### config.mk
export PLATFORM = sky130hd
export DESIGN_NAME = edge_event_arbiter_amisha
export DESIGN_NICKNAME = d
export VERILOG_FILES = /design/src/rtl/edge_event_arbiter_amisha.sv
export SDC_FILE = /design/constraint.sdc
export NUM_CORES = 1
export LEC_CHECK = 0
export CAP_MARGIN = 5
export CORE_MARGIN = 2
export CORE_UTILIZATION = 50
export DETAILED_ROUTE_END_ITERATION = 7
export PLACE_DENSITY = 0.81
export SYNTH_ARGS = -nofsm -noshare
export SYNTH_HDL_FRONTEND = slang
export SYNTH_SLANG_ARGS = --single-unit
### constraint.sdc
create_clock -name clk_amisha -period 3.2 [get_ports clk_amisha]
set_input_delay 0.48 -clock clk_amisha [delete_from_list [all_inputs] [get_ports clk_amisha]]
set_output_delay 0.48 -clock clk_amisha [all_outputs]
set_load 0.05 [all_outputs]
### src/rtl/edge_event_arbiter_amisha.sv
// -----------------------------------------------------------------------------
// edge_event_arbiter_amisha
//
// Multi-channel edge-event scheduler. Rising edges on N already-synchronous
// level inputs are latched as per-channel pending events. A round-robin arbiter
// then hands them, one at a time, to a single consumer over valid/ready.
//
// Optional feature macro: EDGE_ARB_FALLING_EN
//   defined   : falling edges also raise events; each channel remembers the
//               polarity of its pending event and event_rise_amisha reports it.
//   undefined : rising edges only; event_rise_amisha is 1 with every offer.
//
// Ports
//   clk_amisha           in   1    system clock, rising edge
//   reset_amisha         in   1    asynchronous, active-high reset
//   level_amisha         in   N    level inputs (synchronous to clk_amisha)
//   event_valid_amisha   out  1    event offered to the consumer (registered)
//   event_ready_amisha   in   1    consumer accepts the offered event
//   event_id_amisha      out  IDW  channel of the offered event (registered)
//   event_rise_amisha    out  1    polarity of the offered event, 1 = rising
//   pending_amisha       out  N    per-channel pending flags
//   overflow_amisha      out  N    sticky per-channel "event lost" flags
//   overflow_clr_amisha  in   1    single-cycle pulse clearing all overflows
//
// Parameters
//   N   number of channels, 2..16
//   IDW width of event_id, ceil(log2(N)), minimum 1
// -----------------------------------------------------------------------------
module edge_event_arbiter_amisha #(
   parameter int N   = 4,
   parameter int IDW = 2
) (
   input  logic           clk_amisha,
   input  logic           reset_amisha,
   input  logic [N-1:0]   level_amisha,
   output logic           event_valid_amisha,
   input  logic           event_ready_amisha,
   output logic [IDW-1:0] event_id_amisha,
   output logic           event_rise_amisha,
   output logic [N-1:0]   pending_amisha,
   output logic [N-1:0]   overflow_amisha,
   input  logic           overflow_clr_amisha
);

   // Two-bit encoding leaves room for unreachable codes, which the FSM
   // recovers from by returning to IDLE.
   typedef enum logic [1:0] {
      S_IDLE  = 2'd0,
      S_OFFER = 2'd1
   } state_t;

   // Wrap-around constant for the round-robin search; one extra bit so that
   // last_grant + N never overflows.
   localparam logic [IDW:0]   N_W       = (IDW+1)'(N);
   localparam logic [IDW-1:0] LAST_RST  = IDW'(N-1);

   // ---------------------------------------------------------------------------
   // State
   // ---------------------------------------------------------------------------
   state_t         state_q, state_d;
   logic [N-1:0]   level_prev_q;
   logic [N-1:0]   pending_q, pending_d;
   logic [N-1:0]   overflow_q, overflow_d;
   logic           valid_q, valid_d;
   logic [IDW-1:0] id_q, id_d;
   logic           rise_q, rise_d;
   logic [IDW-1:0] last_q, last_d;
`ifdef EDGE_ARB_FALLING_EN
   logic [N-1:0]   pol_q, pol_d;
`endif

   // ---------------------------------------------------------------------------
   // Edge detection
   // ---------------------------------------------------------------------------
   logic [N-1:0] rise_det;
   logic [N-1:0] edge_det;

   assign rise_det = level_amisha & ~level_prev_q;
`ifdef EDGE_ARB_FALLING_EN
   logic [N-1:0] fall_det;
   assign fall_det = ~level_amisha & level_prev_q;
   assign edge_det = rise_det | fall_det;
`else
   assign edge_det = rise_det;
`endif

   // ---------------------------------------------------------------------------
   // Handshake: acceptance only counts while actually offering.
   // ---------------------------------------------------------------------------
   logic         accept;
   logic [N-1:0] acc_vec;

   assign accept = (state_q == S_OFFER) && valid_q && event_ready_amisha;

   always_comb begin
      acc_vec = '0;
      for (int i = 0; i < N; i++) begin
         acc_vec[i] = accept && (id_q == IDW'(i));
      end
   end

   // ---------------------------------------------------------------------------
   // Pending / overflow / polarity update
   //   An edge on a channel that is pending and not being drained this cycle
   //   is lost and recorded as overflow; the existing pending event (and its
   //   polarity) is kept. An edge on the channel being accepted re-arms it.
   // ---------------------------------------------------------------------------
   logic [N-1:0] ovf_set;

   always_comb begin
      pending_d = pending_q;
      ovf_set   = '0;
`ifdef EDGE_ARB_FALLING_EN
      pol_d     = pol_q;
`endif
      for (int i = 0; i < N; i++) begin
         if (edge_det[i]) begin
            if (pending_q[i] && !acc_vec[i]) begin
               ovf_set[i] = 1'b1;
            end else begin
               pending_d[i] = 1'b1;
`ifdef EDGE_ARB_FALLING_EN
               pol_d[i]     = rise_det[i];
`endif
            end
         end else if (acc_vec[i]) begin
            pending_d[i] = 1'b0;
         end
      end
      // A new overflow beats a simultaneous clear.
      overflow_d = (overflow_q & ~{N{overflow_clr_amisha}}) | ovf_set;
   end

   // ---------------------------------------------------------------------------
   // Round-robin select: first pending channel above last_grant, wrapping.
   // ---------------------------------------------------------------------------
   logic           sel_found;
   logic [IDW-1:0] sel_id;
   logic [IDW:0]   cand;

   always_comb begin
      sel_found = 1'b0;
      sel_id    = '0;
      cand      = '0;
      for (int k = 1; k <= N; k++) begin
         cand = {1'b0, last_q} + (IDW+1)'(k);
         if (cand >= N_W) begin
            cand = cand - N_W;
         end
         if (!sel_found && pending_q[cand[IDW-1:0]]) begin
            sel_found = 1'b1;
            sel_id    = cand[IDW-1:0];
         end
      end
   end

   // ---------------------------------------------------------------------------
   // Offer FSM: next state and registered outputs
   // ---------------------------------------------------------------------------
   always_comb begin
      state_d = state_q;
      valid_d = valid_q;
      id_d    = id_q;
      rise_d  = rise_q;
      last_d  = last_q;
      case (state_q)
         S_IDLE: begin
            valid_d = 1'b0;
            if (sel_found) begin
               valid_d = 1'b1;
               id_d    = sel_id;
`ifdef EDGE_ARB_FALLING_EN
               rise_d  = pol_q[sel_id];
`else
               rise_d  = 1'b1;
`endif
               state_d = S_OFFER;
            end
         end
         S_OFFER: begin
            // id/rise stay frozen until the consumer takes the event.
            if (event_ready_amisha) begin
               valid_d = 1'b0;
               last_d  = id_q;
               state_d = S_IDLE;
            end
         end
         default: begin
            valid_d = 1'b0;
            state_d = S_IDLE;
         end
      endcase
   end

   // ---------------------------------------------------------------------------
   // Registers
   // ---------------------------------------------------------------------------
   always_ff @(posedge clk_amisha or posedge reset_amisha) begin
      if (reset_amisha) begin
         state_q      <= S_IDLE;
         level_prev_q <= '0;
         pending_q    <= '0;
         overflow_q   <= '0;
         valid_q      <= 1'b0;
         id_q         <= '0;
         rise_q       <= 1'b0;
         // Start one below channel 0 so channel 0 wins first.
         last_q       <= LAST_RST;
      end else begin
         state_q      <= state_d;
         level_prev_q <= level_amisha;
         pending_q    <= pending_d;
         overflow_q   <= overflow_d;
         valid_q      <= valid_d;
         id_q         <= id_d;
         rise_q       <= rise_d;
         last_q       <= last_d;
      end
   end

`ifdef EDGE_ARB_FALLING_EN
   always_ff @(posedge clk_amisha or posedge reset_amisha) begin
      if (reset_amisha) begin
         pol_q <= '0;
      end else begin
         pol_q <= pol_d;
      end
   end
`endif

   // ---------------------------------------------------------------------------
   // Outputs
   // ---------------------------------------------------------------------------
   assign event_valid_amisha = valid_q;
   assign event_id_amisha    = id_q;
   assign event_rise_amisha  = rise_q;
   assign pending_amisha     = pending_q;
   assign overflow_amisha    = overflow_q;

endmodule

==> results.txt <==
----------------------------------------------------
[Clock tree]
  Clk sink count ... 19
  Largest buffer count on any clock path ... 2
  Root Buffer Master ... clkbuf_4
  Clk_lat worst skew ... 290 ps
  Number of buffers created by CTS ... 3
  Clock slew at reported path FFs ... 100 ps
  Total setup buffers inserted after CTS ... 0
  H-tree Lvls ... 1
  Post-cts hold buffer count ... 0
  CTS tree ... done
  Number of gates resized after cts ... 0

[Cells and area]
  Fraction of final layout cells with drive strength greater than 1 ... 8.081%
  Diodes inserted ... 0
  Area of combinational cells with multiple inputs ... 289.0 um^2
  Fill cells ... 117
  Post-synthesis to final-layout area growth ... 28.53%
  Sequential cell area ... 478.0 um^2
  Total number of nets in the final design ... 108

[Worst setup path]
  Critical Path Slowest Stage Cell ... clkdlybuf4s50_1
  Worst R2R Start ... pending_amisha[2]$_DFFE_PP0P_
  Sum of buffers and inverters on the critical path ... 1
  Crit. Startpoint ... pending_amisha[3]$_DFFE_PP0P_
  Critical Path End Type ... output port
  Cell family contributing the most delay on the critical path ... buffers and inverters
  Peak per-stage delay on the critical path ... 870 ps
  Type of the worst setup path ... reg2out
  Worst reg2reg path endpoint ... event_rise_amisha$_DFFE_PP0P_
  Startpoint Class ... flip-flop
  CP Data Arrival Time ... 1680 ps
  Critical path depth ... 1
  Cell chain of the critical path ... clkdlybuf4s50_1
  Largest fanout of any net on the critical path ... 10
  Data required time of the worst path ... 2720 ps
  Worst reg2reg path depth ... 3
  Slack of the worst reg-to-reg path ... 1760 ps

[Detailed routing]
  Via-to-Cell Ratio ... 5.513
  DRC Markers ... 0
  Detailed-routing wirelength on met1 ... 716 um
  Met2 routed WL ... 788 um
  Drt first-iter violations ... 7
  Total Wirelength ... 1571 um
  Antenna viol nets, final ... 0
  Routed length on met3 ... 59 um
  Highest metal used ... met4
  Drt pass-1 iters ... 4
  Routed len/inst ... 13.66 um
  Via count ... 634

[Hold path]
  Cell depth of the worst hold path ... 1
  Hold wc startpoint ... event_rise_amisha$_DFFE_PP0P_
  Worst min-delay path endpoint ... event_rise_amisha$_DFFE_PP0P_
  Type of the worst min-delay path ... reg2reg

[Logic synthesis]
  Largest family of logic cells by synthesized area ... simple AND/OR/NAND/NOR gates
  Net count of the mapped netlist ... 86
  Number of distinct library cells after synthesis ... 24
  Seq/Total Area, Yosys ... 59.87%
  Syn_area_per_cell ... 10.23 um^2
  Fraction of the mapped netlist area in adder cells ... 0%
  Total standard cell area after synthesis ... 798.3 um^2
  Share of the synthesized area in the top cell type ... 53.29%
  Number of synthesized flops with an enable pin ... 0
  Most instantiated library cell after synthesis ... dfrtp_1
  Warnings from Yosys ... 0
  Largest cells by area after synthesis ... dfrtp_1, dfstp_2, nand2_1
  Synth Instances ... 78
  Cell taking the most area after synthesis ... dfrtp_1
  Fraction of the mapped netlist area in simple logic gates ... 19.44%
  Most common flop cell mapped by yosys ... dfrtp_1
  Post-synth top cells ... dfrtp_1, nand2_1, inv_1, nor2_1
  Mux share of post-synthesis cell area ... 2.665%
  Post-synthesis register bit count ... 19
  Compound-Gate Fraction of Synth Area ... 14.11%
  Proportion of synthesized flip-flops having asynchronous set or reset ... 100.0%
  Post-Synth XOR/XNOR Area ... 0%

[GRT]
  Vias in the first global route ... 663
  Remaining global-route overflow ... 0
  Pin count of the biggest net entering global routing ... 20
  First-pass GRT wire length ... 2677 um
  All-layer global routing usage ... 18.78%
  Number of antenna violations at the first check in global routing ... 0

[Status]
  Run status ... completed

[Pwr]
  Final Power ... 797.7 uW
  Sequential group share of total power ... 45.7%
  Switching share of total power ... 42.10%
  Clk network pwr share ... 15.0%
  Leakage power figure ... 0.4278 nW
  Worst IR drop on VDD ... 497.6 uV
  Cell area power density ... 777.5 nW/um^2
  Cell internal power dissipation ... 461.8 uW
  Comb pwr share ... 39.3%
  Total net switching power ... 335.9 uW

[Die]
  Area of the die ... 1932 um^2
  Core area ... 1506 um^2
  Row Count ... 14
  Top Ports ... 20
  Initial core utilization ... 52.99%
  Die Y-Extent ... 43.96 um
  DIE WIDTH ... 43.96 um

[Timing]
  Slew at the pin with the worst max-slew slack ... 707.2 ps
  Final setup violation count ... 0
  Final critical path time including I/O delays and setup ... 2161 ps
  Clk_skew ... 5.693 ps
  Worst slew slack as a fraction of its limit ... 52.80%
  Peak clock frequency supported by timing ... 0.4626 GHz
  Final clock period utilization by the worst path ... 67.55%
  Max-slew violation count ... 0
  Unrepaired setup endpoints after global routing ... no
  Hold Vio Cnt, Final ... 0
  Setup TNS ... 0 ps

[Placement]
  PortBufs ... 19
  Final weighted congestion of routability-driven global placement ... 0.8619
  HPWL after DPL ... 1162 um

[Flow run]
  Max capacitance violation total ... 0

----------------------------------------------------
==> state kept, by name (all words and copies together) (netlist names) <==
| signal | count |
|---|---|
| state_q | 1 |
| last_q | 2 |
| event_rise_amisha | 1 |
| pending_amisha | 4 |
| event_valid_amisha | 1 |
| level_prev_q | 4 |
| overflow_amisha | 4 |
| event_id_amisha | 2 |
==> layer usage <==
metal / GRT usage, % / up-vias
li1: - / 312
met1: 22.47 / 302
met2: 32.65 / 18
met3: 2.917 / 2
met4: 9.091 / 0
met5: 0 / -
==> stage by stage <==
step	hold slack [ps]	cells	utilization [%]	area, um^2	worst slack, ps
floorplan	429.7	78	-	798.3	1630
global placement	453.4	111	66.36	999.7	1387
detailed placement	454.3	111	66.36	999.7	1375
CTS	478.9	115	68.11	1026	1039
global route	516.2	115	68.11	1026	984.6
finish	473.9	115	68.11	1026	1039
==> worst max path at each step <==
stage                     slack, ps                             end
after floorplan                1630  event_id_amisha[1]$_DFFE_PP0P_
after global placement         1390               pending_amisha[3]
after detailed placement       1380               pending_amisha[3]
after CTS                      1040               pending_amisha[3]
after global routing            980               pending_amisha[3]
final                          1040               pending_amisha[3]
==> logic make-up after synthesis <==
family          count (synthesis)
mux                             2
buf+inv                         8
compound gates                 19
flops                          19
simple gates                   30
==> power groups by stage <==
stage               Combinational [mW]  Clock [mW]  Sequential, mW
floorplan                        0.110           0           0.462
finish                           0.314       0.120           0.364
global placement                 0.308           0           0.366
global route                     0.336       0.133           0.375
CTS                              0.316       0.122           0.363
detailed placement               0.314           0           0.368
==> placed cells by master, fill, tap and decap left out, types with 2 or more instances in the layout <==
cell and n:
a21oi_1 5, clkbuf_4 3, clkdlybuf4s50_1 19, dfrtp_1 17
dfstp_2 2, inv_1 6, nand2_1 10, nand2b_1 5
nand3_1 2, nor2_1 6, o21ai_0 4, o22ai_1 5
o31ai_1 2, or2b_1 2
==> layout make-up <==
class | instances | share of cell area (%)
Clock buffer | 4 | 2.561
Inverter | 6 | 2.195
Multi-Input combinational cell | 51 | 28.17
Sequential cell | 19 | 46.59
Tap cell | 16 | 1.951
Timing Repair Buffer | 19 | 18.54
Power figures use the tool's default switching activity.
